**config.mk**
```make
export PLATFORM = sky130hd
export DESIGN_NAME = clk_gate_ctrl
export DESIGN_NICKNAME = d
export VERILOG_FILES = /design/src/rtl/clk_gate_ctrl_pkg.sv /design/src/rtl/clk_gate_ctrl_dom.sv /design/src/rtl/clk_gate_ctrl.sv
export SDC_FILE = /design/constraint.sdc
export NUM_CORES = 1
export LEC_CHECK = 0
export BUFFER_PORTS_ARGS = -buffer_cell sky130_fd_sc_hd__clkbuf_2
export CORE_UTILIZATION = 53
export DETAILED_ROUTE_END_ITERATION = 8
export GPL_TIMING_DRIVEN = 0
export HOLD_SLACK_MARGIN = 0.12
export PLACE_DENSITY = 0.77
export SLEW_MARGIN = 20
export SYNTH_ARGS = -nofsm -noshare
export SYNTH_HDL_FRONTEND = slang
export SYNTH_SLANG_ARGS = --single-unit
```
**constraint.sdc**
```tcl
create_clock -name clk -period 3.8 [get_ports clk]
set_input_delay 0.76 -clock clk [delete_from_list [all_inputs] [get_ports clk]]
set_output_delay 0.76 -clock clk [all_outputs]
set_load 0.01 [all_outputs]
```
**src/rtl/clk_gate_ctrl_pkg.sv**
```systemverilog
// Shared types and helpers for the per-domain clock-gating controller.
package clk_gate_ctrl_pkg;

  typedef enum logic [1:0] {RUN, OFF, WAKE} dom_state_t;

  localparam int unsigned WAKE_LAT_DEF = 2;
  localparam int unsigned WAKE_CNT_W   = $clog2(WAKE_LAT_DEF + 1);

  function automatic int unsigned wake_cnt_w(input int unsigned lat);
    return $clog2(lat + 1);
  endfunction

  function automatic logic [31:0] sat_add(input logic [31:0] a,
                                          input logic [31:0] b,
                                          input logic [31:0] max);
    logic [32:0] s;
    s = {1'b0, a} + {1'b0, b};
    return (s > {1'b0, max}) ? max : s[31:0];
  endfunction

endpackage

```
**src/rtl/clk_gate_ctrl_dom.sv**
```systemverilog
// One gated domain: idle counter, RUN/OFF/WAKE sequencer and settle counter.
module clk_gate_ctrl_dom
  import clk_gate_ctrl_pkg::*;
#(
  parameter int unsigned IDLE_W   = 8,
  parameter int unsigned WAKE_LAT = 2
) (
  input  logic              clk,
  input  logic              reset,
  input  logic [IDLE_W-1:0] idle_thresh,
  input  logic              busy,
  input  logic              wake_req,
  output logic              pwr_en,
  output logic              ready_raw,
  output logic              gate_evt
);

  localparam int unsigned WCW = wake_cnt_w(WAKE_LAT);
  localparam logic [31:0] IDLE_MAX = 32'((64'(1) << IDLE_W) - 1);

  dom_state_t        state;
  logic [IDLE_W-1:0] idle_cnt;
  logic [IDLE_W:0]   cnt_inc;
  logic [WCW-1:0]    wake_cnt;
  logic              idle;

  assign idle    = !busy && !wake_req;
  assign cnt_inc = {1'b0, idle_cnt} + {{IDLE_W{1'b0}}, 1'b1};
  // Event decoded combinationally so the top counter updates on the gating edge.
  assign gate_evt = (state == RUN) && idle && (idle_thresh != '0) &&
                    (cnt_inc >= {1'b0, idle_thresh});

  always_ff @(posedge clk) begin
    if (reset) begin
      state     <= RUN;
      idle_cnt  <= '0;
      wake_cnt  <= '0;
      pwr_en    <= 1'b1;
      ready_raw <= 1'b1;
    end else begin
      unique case (state)
        RUN: begin
          if (gate_evt) begin
            state     <= OFF;
            idle_cnt  <= '0;
            pwr_en    <= 1'b0;
            ready_raw <= 1'b0;
          end else if (idle) begin
            idle_cnt <= IDLE_W'(sat_add(32'(idle_cnt), 32'd1, IDLE_MAX));
          end else begin
            idle_cnt <= '0;
          end
        end
        OFF: begin
          idle_cnt <= '0;
          if (!idle) begin
            state    <= WAKE;
            wake_cnt <= '0;
            pwr_en   <= 1'b1;
          end
        end
        WAKE: begin
          idle_cnt <= '0;
          if (wake_cnt == WCW'(WAKE_LAT - 1)) begin
            state     <= RUN;
            ready_raw <= 1'b1;
          end else begin
            wake_cnt <= wake_cnt + 1'b1;
          end
        end
        default: state <= RUN;
      endcase
    end
  end

endmodule

```
**src/rtl/clk_gate_ctrl.sv**
```systemverilog
// Clock-gating controller top: per-domain sequencers, override register, gate statistics.
module clk_gate_ctrl
  import clk_gate_ctrl_pkg::*;
#(
  parameter int unsigned N_DOM    = 2,
  parameter int unsigned IDLE_W   = 8,
  parameter int unsigned WAKE_LAT = 2,
  parameter int unsigned CNT_W    = 16
) (
  input  logic              clk,
  input  logic              reset,
  input  logic [IDLE_W-1:0] idle_thresh,
  input  logic              gating_override_cfg,
  input  logic [N_DOM-1:0]  busy,
  input  logic [N_DOM-1:0]  wake_req,
  input  logic              stat_clr,
  output logic [N_DOM-1:0]  pwr_en,
  output logic              gating_override,
  output logic [N_DOM-1:0]  ready,
  output logic [CNT_W-1:0]  gate_cnt
);

  localparam logic [31:0] CNT_MAX = 32'((64'(1) << CNT_W) - 1);

  logic [N_DOM-1:0] ready_raw;
  logic [N_DOM-1:0] gate_evt;
  logic [31:0]      evt_sum;

  for (genvar d = 0; d < N_DOM; d++) begin : g_dom
    clk_gate_ctrl_dom #(
      .IDLE_W   (IDLE_W),
      .WAKE_LAT (WAKE_LAT)
    ) u_dom (
      .clk         (clk),
      .reset       (reset),
      .idle_thresh (idle_thresh),
      .busy        (busy[d]),
      .wake_req    (wake_req[d]),
      .pwr_en      (pwr_en[d]),
      .ready_raw   (ready_raw[d]),
      .gate_evt    (gate_evt[d])
    );
  end

  // Both operands are flops, so no input reaches ready combinationally.
  assign ready = ready_raw | {N_DOM{gating_override}};

  always_comb begin
    evt_sum = '0;
    for (int unsigned i = 0; i < N_DOM; i++) begin
      evt_sum = evt_sum + 32'(gate_evt[i]);
    end
  end

  always_ff @(posedge clk) begin
    if (reset) begin
      gating_override <= 1'b0;
      gate_cnt        <= '0;
    end else begin
      gating_override <= gating_override_cfg;
      if (stat_clr) begin
        gate_cnt <= '0;
      end else begin
        gate_cnt <= CNT_W'(sat_add(32'(gate_cnt), evt_sum, CNT_MAX));
      end
    end
  end

endmodule

```
==> run_results.csv <==
group,metric,value,unit
synthesis,synthTopCellsByCount,"45 x dfxtp_1, 38 x a21oi_1, 37 x nand2_1",
sta,timing.final.ws_setup,0.261,ns
setup_path,slowest_stage,"dfxtp_2",
placed_design,pre_cts_slack,-0.552,ns
sta,maxSlewViolCount,0,
layout,drive_gt1_frac,0.192,
sta,rsz0062_at_grt,"false",
synthesis,yosysTopAreaCell,"dfxtp_1",
synthesis,ys_ff_latch,45,
setup_path,crit_cells,16,
synthesis,synthCells,369,
setup_path,critical-path-max-stage-delay,0.39,ns
setup_path,startpoint_type,"register",
global_routing,antenna_found_initial,0,
setup_path,rr_startpoint,"g_dom[0].u_dom.idle_cnt[2]",
setup_path,crit_arrival,3.78,ns
routing,first_pass_iters,4,
placed_design,dp_hpwl,5050,um
pwr,p_leak,0.00145,uW
synthesis,yosysUniqueCellTypes,53,
sta,hold_slack,0.509,ns
setup_path,path_buf_inv,2,
layout,multi_input_area,1940,sq um
routing,drt_iter0_drc,166,
global_routing,grt_pass1_vias,2594,
min_path,holdCritPathClass,"register to register",
layout,ff_latch_area,917,sq um
clock_tree,numCtsBuffers,5,
global_routing,grt_max_degree,17,
setup_path,r2r_end,"gate_cnt[4]",
floorplan,die_h,76.9,um
routing,num_vias,2742,
layout,fin_cells,482,
sta,tightestPinTransition,0.562,ns
setup_path,worstSetupPathType,"register to register",
routing,wirelength,6870,um
synthesis,ys_top_cells_by_area,"dfxtp_1 30%, ha_1 13%, a21oi_1 6.4%, nand2_1 4.7%, xor2_1 4.1%",
synthesis,synth_edf_count,0,
sta,post-route-min-period,3.54,ns
pwr,powerDensity,304,nW/um^2
synthesis,yosys_warnings,0,
sta,setup_violations,0,
setup_path,r2r_cells,16,
floorplan,io_pins,37,
sta,timing.setup.tns,0,ns
synthesis,synth-seq-area-share,0.303,
floorplan,die_x,76.9,um
placed_design,numPlacedInstances,474,
setup_path,path_common_cell,"nand4_1",
setup_path,crit_chain,"and4_1, and2_1, xor2_1, ha_1, and3_1, nand3_1, a31o_4, buf_2, nand2_1, fa_2, ha_2, nand4_1, nor3_2, nand4_1, clkbuf_4, a21oi_1",
floorplan,fp-row-count,26,
pwr,vdd_ir_drop_max,0.205,mV
floorplan,die_area,5920,sq um
global_routing,gr-usage-all-layers,0.246,
setup_path,reg2reg_slack,0.26,ns
clock_tree,clkTransAtPathRegs,0.10,ns
layout,syn2layout_area_growth,14.4,%
layout,fill_cells,476,
routing,post_drt_wl_per_cell,14.3,um
status,status,"complete, no violations",
clock_tree,h-tree-depth,2,
clock_tree,clk_latency,0.32,ns
synthesis,ys_async_sr_fraction,0,
sta,fin_crit_sh,0.931,
placed_design,port_buffers,35,
setup_path,critical_path.startpoint,"g_dom[0].u_dom.idle_cnt[2]",
sta,relSlewSlack,0.625,
sta,finalClockSkew,0.00899,ns
floorplan,core_region_area,5270,sq um
clock_tree,root_buffer,"clkbuf_8",
sta,finalHoldViolations,0,
clock_tree,cts_tree,"yes",
synthesis,syn_nets,418,
synthesis,synth_top_area_frac,0.303,
synthesis,synth_most_common_cell,"dfxtp_1",
global_routing,overflow,0,
routing,vias_per_cell,5.69,
clock_tree,cts.sinks,45,
global_routing,grt_pass1_wl,11700,um
job,cap_violations,0,
setup_path,cp_max_fo,10,
synthesis,syn_area_per_cell,8.07,sq um
layout,final_nets,460,
placed_design,gp_congestion,0.879,
layout,n_antenna_cell,0,
setup_path,crit_path_end_kind,"register",
routing,drc,0,
synthesis,ys.flop_type,"dfxtp_1",
synthesis,syn-cell-area,2980,sq um
setup_path,critical_path_required,4.04,ns
setup_path,crit_end,"gate_cnt[4]",
clock_tree,cts_buffer_depth,2,
routing,drtAntennaViolNets,0,
sta,fmax,0.283,GHz
setup_path,path_delay_family,"simple AND/OR/NAND/NOR gates",
floorplan,start_util,0.565,
## per-stage QoR
step | total power, uW | utilization | area, sq um
6_report | 1040 | 0.646 | 3410
5_1_grt | 1090 | 0.646 | 3410
4_1_cts | 1040 | 0.638 | 3360
3_5_place_dp | 721 | 0.615 | 3240
3_3_place_gp | 714 | 0.615 | 3240
2_1_floorplan | 668 | - | 2980
## logic make-up after synthesis
kind of cell    after synthesis  share of synthesized area
fa+ha+maj                    33                      0.141
mux                           2                    0.00673
compound gates               85                      0.185
simple gates                137                      0.234
xor+xnor                     24                     0.0706
buf+inv                      43                     0.0597
flops                        45                      0.303
## routing by layer
metal	global-route usage	wire length, um	vias to the layer above	part of all wire
li1	-	-	1388	-
met1	0.321	3170	1270	0.46
met2	0.396	3230	73	0.47
met3	0.0345	337	11	0.049
met4	0.119	133	0	0.019
met5	0	0	-	0
## worst register-to-register path, delay by kind of cell, from the launching register on
kind,cells,cell delay (ns)
xor+xnor,1,0.09
buf+inv,2,0.41
fa+ha+maj,3,0.76
simple gates,8,1.40
flops,1,0.39
compound gates,2,0.42
## area by class of cell
| cell class | count | share of cell area |
|---|---|---|
| timing repair buffer | 37 | 0.0558 |
| multi-input combinational | 281 | 0.571 |
| tap | 70 | 0.0257 |
| clock buffer | 5 | 0.0202 |
| sequential | 45 | 0.269 |
| clock inverter | 3 | 0.00735 |
| buffer | 13 | 0.0202 |
| inverter | 28 | 0.0309 |
## state kept, by name (all words and copies together), names as in the netlist
signal                 cells
g_dom.u_dom.idle_cnt      16
g_dom.u_dom.pwr_en         2
g_dom.u_dom.ready_raw      2
g_dom.u_dom.state          4
g_dom.u_dom.wake_cnt       4
gate_cnt                  16
gating_override            1
## worst min path at each step
| stage | depth (start not counted) | from | slack [ns] | to |
|---|---|---|---|---|
| 2_1_floorplan | 2 | g_dom[1].u_dom.pwr_en | 0.45 | g_dom[1].u_dom.pwr_en |
| 3_3_place_gp | 1 | gate_cnt[12] | 0.49 | gate_cnt[12] |
| 3_5_place_dp | 1 | gate_cnt[12] | 0.49 | gate_cnt[12] |
| 4_1_cts | 1 | gate_cnt[12] | 0.51 | gate_cnt[12] |
| 5_1_grt | 2 | g_dom[1].u_dom.idle_cnt[4] | 0.54 | g_dom[1].u_dom.idle_cnt[4] |
| 6_report | 1 | gate_cnt[12] | 0.51 | gate_cnt[12] |
## layout by cell type, fill, tap and decap left out, drive strengths merged, types with 3 or more instances in the layout
master,count
dfxtp,45
a21oi,39
nor2,24
nand3,19
a32oi,5
ha,32
or4,3
xnor2,10
o21ai,10
and3,9
o31ai,4
nor3,10
or2,3
a31oi,6
inv,30
nand2,38
buf,6
nand3b,4
nand2b,5
clkbuf,49
nand4,7
nor2b,5
xor2,14
and2,3
and4,3
## timing repair
item | 4_1_cts | 5_1_grt
pin swaps | 2 | 1
resized for setup | 12 | 14
hold buffers | 0 | 0
buffers inserted | 2 | 0
endpoints found under the setup margin | 16 | 16
## report_power, final
group,leakage (uW),switching [uW],internal [uW]
clock network,0.0000452,188,134
registers,0.000368,18.3,485
logic,0.00104,126,84.5
Note: power is estimated with default switching activity, not from simulation.
